## config.mk

```make
export PLATFORM = sky130hd
export DESIGN_NAME = rr_mux_select_arbiter
export DESIGN_NICKNAME = d
export VERILOG_FILES = /design/src/rtl/rr_mux_select_arbiter.sv
export SDC_FILE = /design/constraint.sdc
export NUM_CORES = 1
export LEC_CHECK = 0
export CORE_ASPECT_RATIO = 0.8
export CORE_MARGIN = 2
export CORE_UTILIZATION = 25
export DETAILED_ROUTE_END_ITERATION = 16
export GPL_TIMING_DRIVEN = 0
export PLACE_DENSITY = 0.51
export REMOVE_ABC_BUFFERS = 1
export SLEW_MARGIN = 20
export SYNTH_ARGS = -nofsm -noshare
export SYNTH_HDL_FRONTEND = slang
export SYNTH_SLANG_ARGS = --single-unit
```

## constraint.sdc

```tcl
create_clock -name clk -period 2.5 [get_ports clk]
set_input_delay 0.5 -clock clk [delete_from_list [all_inputs] [get_ports clk]]
set_output_delay 0.5 -clock clk [all_outputs]
set_load 0.1 [all_outputs]
```

## src/rtl/rr_mux_select_arbiter.sv

```systemverilog
// Round-robin arbiter for four sources that drives the 2-bit select of a downstream 4:1 mux.
// Latency: a grant appears one cycle after the request is sampled, and a release re-grants in the same edge.
// Backpressure: a grant is held until Done, a request drop, or MAX_HOLD cycles; other requests wait their turn.
module rr_mux_select_arbiter #(
    parameter int MAX_HOLD = 8,
    parameter int CNT_W    = 8
) (
    input  logic       clk,
    input  logic       rst,
    input  logic [3:0] Req,
    input  logic       Done,
    output logic [1:0] Select_Line,
    output logic [3:0] Grant,
    output logic       Grant_Valid,
    output logic       Timeout
);

    typedef enum logic {IDLE, GRANT} state_t;

    state_t             state_q, state_d;
    logic [1:0]         ptr_q, ptr_d;
    logic [CNT_W-1:0]   hold_q, hold_d;
    logic [1:0]         sel_q, sel_d;
    logic [3:0]         grant_q, grant_d;
    logic               gv_q, gv_d;
    logic               to_q, to_d;

    logic [1:0]         g;
    logic               rel_done, rel_drop, rel_to;
    logic [2:0]         pick_idle, pick_rel;

    // Returns {found, index} of the first set request at or after ptr, modulo 4.
    function automatic logic [2:0] rr_pick(input logic [3:0] req, input logic [1:0] ptr);
        logic       found;
        logic [1:0] idx, cand;
        found = 1'b0;
        idx   = 2'd0;
        for (int i = 0; i < 4; i++) begin
            cand = ptr + 2'(i);
            if (!found && req[cand]) begin
                found = 1'b1;
                idx   = cand;
            end
        end
        return {found, idx};
    endfunction

    assign g         = sel_q;
    assign rel_done  = Done;
    assign rel_drop  = !Req[g];
    assign rel_to    = (hold_q == CNT_W'(MAX_HOLD - 1));
    assign pick_idle = rr_pick(Req, ptr_q);
    assign pick_rel  = rr_pick(Req, g + 2'd1);

    always_comb begin
        state_d = state_q;
        ptr_d   = ptr_q;
        hold_d  = hold_q;
        sel_d   = sel_q;
        grant_d = grant_q;
        gv_d    = gv_q;
        to_d    = 1'b0;
        case (state_q)
            IDLE: begin
                if (pick_idle[2]) begin
                    sel_d   = pick_idle[1:0];
                    grant_d = 4'b0001 << pick_idle[1:0];
                    gv_d    = 1'b1;
                    hold_d  = '0;
                    state_d = GRANT;
                end
            end
            GRANT: begin
                if (rel_done || rel_drop || rel_to) begin
                    ptr_d = g + 2'd1;
                    // Done and a request drop outrank the timeout, so no pulse then.
                    to_d  = rel_to && !rel_done && !rel_drop;
                    if (pick_rel[2]) begin
                        sel_d   = pick_rel[1:0];
                        grant_d = 4'b0001 << pick_rel[1:0];
                        hold_d  = '0;
                    end else begin
                        grant_d = 4'b0000;
                        gv_d    = 1'b0;
                        state_d = IDLE;
                    end
                end else begin
                    hold_d = hold_q + 1'b1;
                end
            end
            default: state_d = IDLE;
        endcase
    end

    always_ff @(posedge clk) begin
        if (rst) begin
            state_q <= IDLE;
            ptr_q   <= 2'd0;
            hold_q  <= '0;
            sel_q   <= 2'd0;
            grant_q <= 4'b0000;
            gv_q    <= 1'b0;
            to_q    <= 1'b0;
        end else begin
            state_q <= state_d;
            ptr_q   <= ptr_d;
            hold_q  <= hold_d;
            sel_q   <= sel_d;
            grant_q <= grant_d;
            gv_q    <= gv_d;
            to_q    <= to_d;
        end
    end

    assign Select_Line = sel_q;
    assign Grant       = grant_q;
    assign Grant_Valid = gv_q;
    assign Timeout     = to_q;

endmodule
```

=== Word level (Yosys, flattened, before mapping) ===
Cells that the tools add are included.

* $lt $le $gt $ge: 9
* Equality and inequality tests: 6
* Bitwise operators: 2
* Reduce and logical (&&, ||, !) cells: 24
* Multiplexer cells: 54
* Shift-type cells: 2
* Add/subtract/negate cells: 8

{| class="wikitable"
|+ Operator list
! operator !! count
|-
| less-than comparator 2 x 3 -> 1 bit (second input constant) || 9
|-
| 2-to-1 mux 8 bit || 3
|-
| 2-to-1 mux 1 bit || 23
|-
| 2-to-1 mux 2 bit || 11
|-
| binary-select mux 1 bit (select 2 bit) || 9
|-
| one-hot mux 8 bit (2 select lines) || 1
|-
| 2-to-1 mux 4 bit || 3
|-
| adder 2 bit (second input constant) || 4
|-
| adder 8 x 1 -> 8 bit (second input constant) || 1
|-
| == test 8 x 3 -> 1 bit (second input constant) || 1
|-
| logical AND 1 bit || 8
|-
| logical NOT 1 bit || 8
|-
| one-hot mux 4 bit (2 select lines) || 1
|-
| left shift 1 x 2 -> 4 bit (first input constant) || 2
|-
| adder 2 x 1 -> 2 bit (second input constant) || 3
|-
| AND reduction 2 bit || 3
|-
| AND reduction 3 bit || 2
|-
| inequality test 2 x 1 -> 1 bit (second input constant) || 2
|-
| inequality test 2 bit (second input constant) || 2
|-
| one-hot mux 1 bit (2 select lines) || 2
|-
| one-hot mux 2 bit (2 select lines) || 1
|-
| inequality test 3 bit (second input constant) || 1
|-
| OR reduction 3 bit || 1
|-
| logical OR 1 bit || 2
|-
| NOT 1 bit || 2
|}

* Output and inout bits: 8
* Word-level logic and storage cells: 112
* Register bits: 19
* Input port bits: 7

=== Logic depth before layout (Yosys ltp) ===
* Word-level depth: 17
* Depth in mapped cells: 7
* Gate-level depth less buffers: 6

=== Worst setup path before layout ===
OpenSTA, ideal clock, no wires.

* Kind: register to register
* Start point: register sel_q[1] (netlist: Select_Line[1])
* End point: register grant_q[0] (netlist: Grant[0])
* Setup time: 0.074 ns
* Buffers on the path: 1
* Setup slack: 0.082 ns
* Arrival time: 2.344 ns
* Cell stages (with the launch flop): 7
* Clock period less this slack: 2.418 ns
* Data required time: 2.426 ns
* Cells stage by stage: dfxtp_1 -> buf_2 -> mux2_1 -> a2bb2oi_1 -> o22a_1 -> o21ai_1 -> a31oi_1

* Word-level cells in the longest chain between the ends: 17
* Elaborated cells on any way between the ends: 37
* Classes of those cells: add/sub (4); eq/ne (1); shift (1); mux (21); reduce/logical (10)

{| class="wikitable"
|+ Ends and longest elaborated chain
! element !! line !! RTL
|-
| start: declaration || 23 || <nowiki>logic [1:0] sel_q, sel_d;</nowiki>
|-
| start signal: assignment || 108 || <nowiki>sel_q <= sel_d;</nowiki>
|-
| parallel branches: the longest is 17 deep, another holds adder 2 x 1 -> 2 bit || n/a ||
|-
| end signal: assignment || 109 || <nowiki>grant_q <= grant_d;</nowiki>
|-
| end: declaration || 24 || <nowiki>logic [3:0] grant_q, grant_d;</nowiki>
|}

Parallel ways; which one is timed is not known. The select of a mux whose other input is x is not followed.
A chain may end at the register's enable or synchronous reset.

=== Worst setup path in the final report ===
* Start point: register sel_q[0] (netlist: Select_Line[0])
* End point: output port Select_Line[0]

{| class="wikitable"
|+ RTL lines
! element !! line !! RTL
|-
| end: declaration || 12 || <nowiki>output logic [1:0] Select_Line,</nowiki>
|}

No word-level cell between the ends.

==> impl_metrics.toml <==
[critical_path]
r2r-start = "Select_Line[1]"
r2r_slack_ps = 500
rr_worst_depth = 5
cp_max_fo = 12
critPathLaunchType = "flop"
endpoint_kind = "output pin"
crit_type = "flop to output pin"
cp_slowest_cell = "dlygate4sd2_1"
crit_start = "Select_Line[0]"
crit_family = "buffers and inverters"
cpPeakStageDelay_ps = 910
worstPathRequired_ps = 2000
path_cells = "dlygate4sd2_1"
path_buf_inv = 1
arrival_ps = 1770
r2r-end = "hold_q[2]"

[synthesis]
synthTopCellsByArea = "dfxtp_1, nor2_1, xor2_1, mux2i_1, a21oi_1"
yosys.area_share.simple = 0.274
synth_top_cell_by_area = "dfxtp_1"
yosysWarningCount = 0
ys_ff_latch = 19
synth-xor-area-share = 0.0550
synthArstFlopShare = 0
ys_types = 44
synth-seq-area-share = 0.341
synth-compound-area-share = 0.203
synth_area_um2 = 1110
netlist.area_leader.share = 0.341
synthMuxAreaShare = 0.0460
syn_area_per_cell_um2 = 8.51
synth_adder_area_share = 0.0112
synth_top_family_by_area = "simple AND/OR/NAND/NOR gates"
synthFlopType = "dfxtp_1"
synth_edf_count = 0
synthCells = 131

[global_route]
antenna_found_initial = 0
grt_pass1_vias = 887
overflow = 0
grt_pass1_wl_um = 4280
grt_usage = 0.109
grt_max_degree = 14

[route]
drt_pass1_iterations = 4
drc = 0
wl_per_cell_um = 12.6
viasPerCell = 4.76
wl_met1_um = 1360
drtIter0Drc = 62
highest_layer = "met4"
ant_nets = 0
via_count = 932
met3RoutedLength_um = 146
finalWirelength_um = 2480
wl_met2_um = 962

[place]
dp.cells = 192
dp_hpwl_um = 1830
place.gp.congestion = 0.751
io_buffers = 14
place_ws_ps = 30.7
place_area_um2 = 1260

[cells_and_area]
final_cells = 196
mostFrequentLayoutCell = "dfxtp_1"
drive_gt1_frac = 0.0863
layout_common_cells = "dfxtp_1, nor2_1, clkdlybuf4s50_1"
design_area_um2 = 1300
fin_nets = 148
num_antenna_cells = 0
areaGrowthSynthToFinish_pct = 16.9

[sta]
finalCriticalPeriod_ps = 2270
rsz0062_at_grt = "false"
layout_setup_ws_ps = 225
fin_crit_sh = 0.910
hold_violations = 0
clock.fmax_mhz = 440
worst_pin_slew_ps = 969
tns_ps = 0
fin_skew_ps = 6.27
drv_slew = 0
finalSetupViolCount = 0
relSlewSlack = 0.352

[floorplan]
core_area_um2 = 4230
die_w_um = 78.7
row_count = 21
die_h_um = 63.7
dieArea_um2 = 5010
initial_core_util = 0.264
ios = 15

[worst_hold_path]
hold_path.class = "flop to flop"
holdPathEnd = "ptr_q[0]"
holdCritStartpoint = "ptr_q[0]"
hold_depth = 2

[clock_network]
cts_setup_buffers = 0
cts_root_buf = "clkbuf_8"
worstSkewPairLatency_ps = 260
cts_tree = "yes"
cts-htree-levels = 1
path_clk_slew_ps = 80
cts_max_path_buffers = 2
cts.sinks = 19
numCtsBuffers = 3

[outcome]
outcome = "complete, no violations"

[pwr]
power_density_nw_per_um2 = 635
leakage_nw = 0.445
ir_drop_mv = 0.333

[job]
drv_cap = 0
layout make-up:
class                   instances  area [um^2]
well taps                      57         71.3
multi-input cells              99          657
flip-flops and latches         19          380
fillers                       440         2930
clock buffers                   3         41.3
inverters                       3         11.3
clock inverters                 1         5.00
repair buffers                 14          138
registers in the layout, summed over array words and instances (netlist names):
signal / count
state_q: 1
ptr_q: 2
Grant_Valid: 1
hold_q: 8
Grant: 4
Timeout: 1
Select_Line: 2
per-layer routing:
layer / vias up / GRT usage
li1: 486 / -
met5: - / 0
met4: 0 / 0.0175
met2: 21 / 0.143
met1: 423 / 0.168
met3: 2 / 0.0387
report_power, final:
group / total, mW / switching, mW / internal (mW)
combinational: 0.258 / 0.177 / 0.0813
clock: 0.218 / 0.107 / 0.111
sequential: 0.352 / 0.0295 / 0.322
total: 0.828 / 0.313 / 0.515
metrics by stage:
stage / total power [mW] / utilization / hold slack [ps]
after floorplan: 0.548 / - / 444
after global placement: 0.615 / 0.298 / 463
after detailed placement: 0.619 / 0.298 / 469
after CTS: 0.839 / 0.308 / 480
after global routing: 0.872 / 0.308 / 518
final: 0.828 / 0.308 / 474
cell usage after synthesis (2+ instances only):
| library cell | number |
|---|---|
| o22a_1 | 2 |
| nor2_1 | 14 |
| nor2_2 | 2 |
| nand3_1 | 2 |
| a31oi_1 | 4 |
| mux2i_1 | 4 |
| nor4_1 | 3 |
| xor2_1 | 6 |
| inv_1 | 3 |
| o21ai_1 | 7 |
| clkbuf_1 | 2 |
| or3b_1 | 2 |
| nor3b_1 | 3 |
| dfxtp_1 | 19 |
| nand4_1 | 3 |
| or2_1 | 2 |
| buf_2 | 5 |
| nand2b_1 | 2 |
| buf_6 | 3 |
| a21oi_1 | 7 |
| or3_1 | 4 |
| o21ai_0 | 2 |
| nand2_1 | 9 |
worst max path at each step:
stage,endpoint,slack (ps),cells after the start
finish,Select_Line[0],230,1
global placement,hold_q[5],70,6
floorplan,Grant[0],150,5
CTS,Select_Line[0],200,1
detailed placement,hold_q[5],30,6
global route,Grant[1],120,6
kinds of logic after synthesis:
kind of cell,after synthesis
AOI/OAI and AO/OA,32
xor gates and xnor gates,7
adders and majority gates,1
muxes,5
and+or+nand+nor,54
buffers and inverters,13
DFF,19
timing repair:
action	in CTS	in global routing
hold buffers	0	0
gates resized for setup	2	0
endpoints found under the setup margin	2	0
Note: power is estimated with default switching activity, not from simulation.
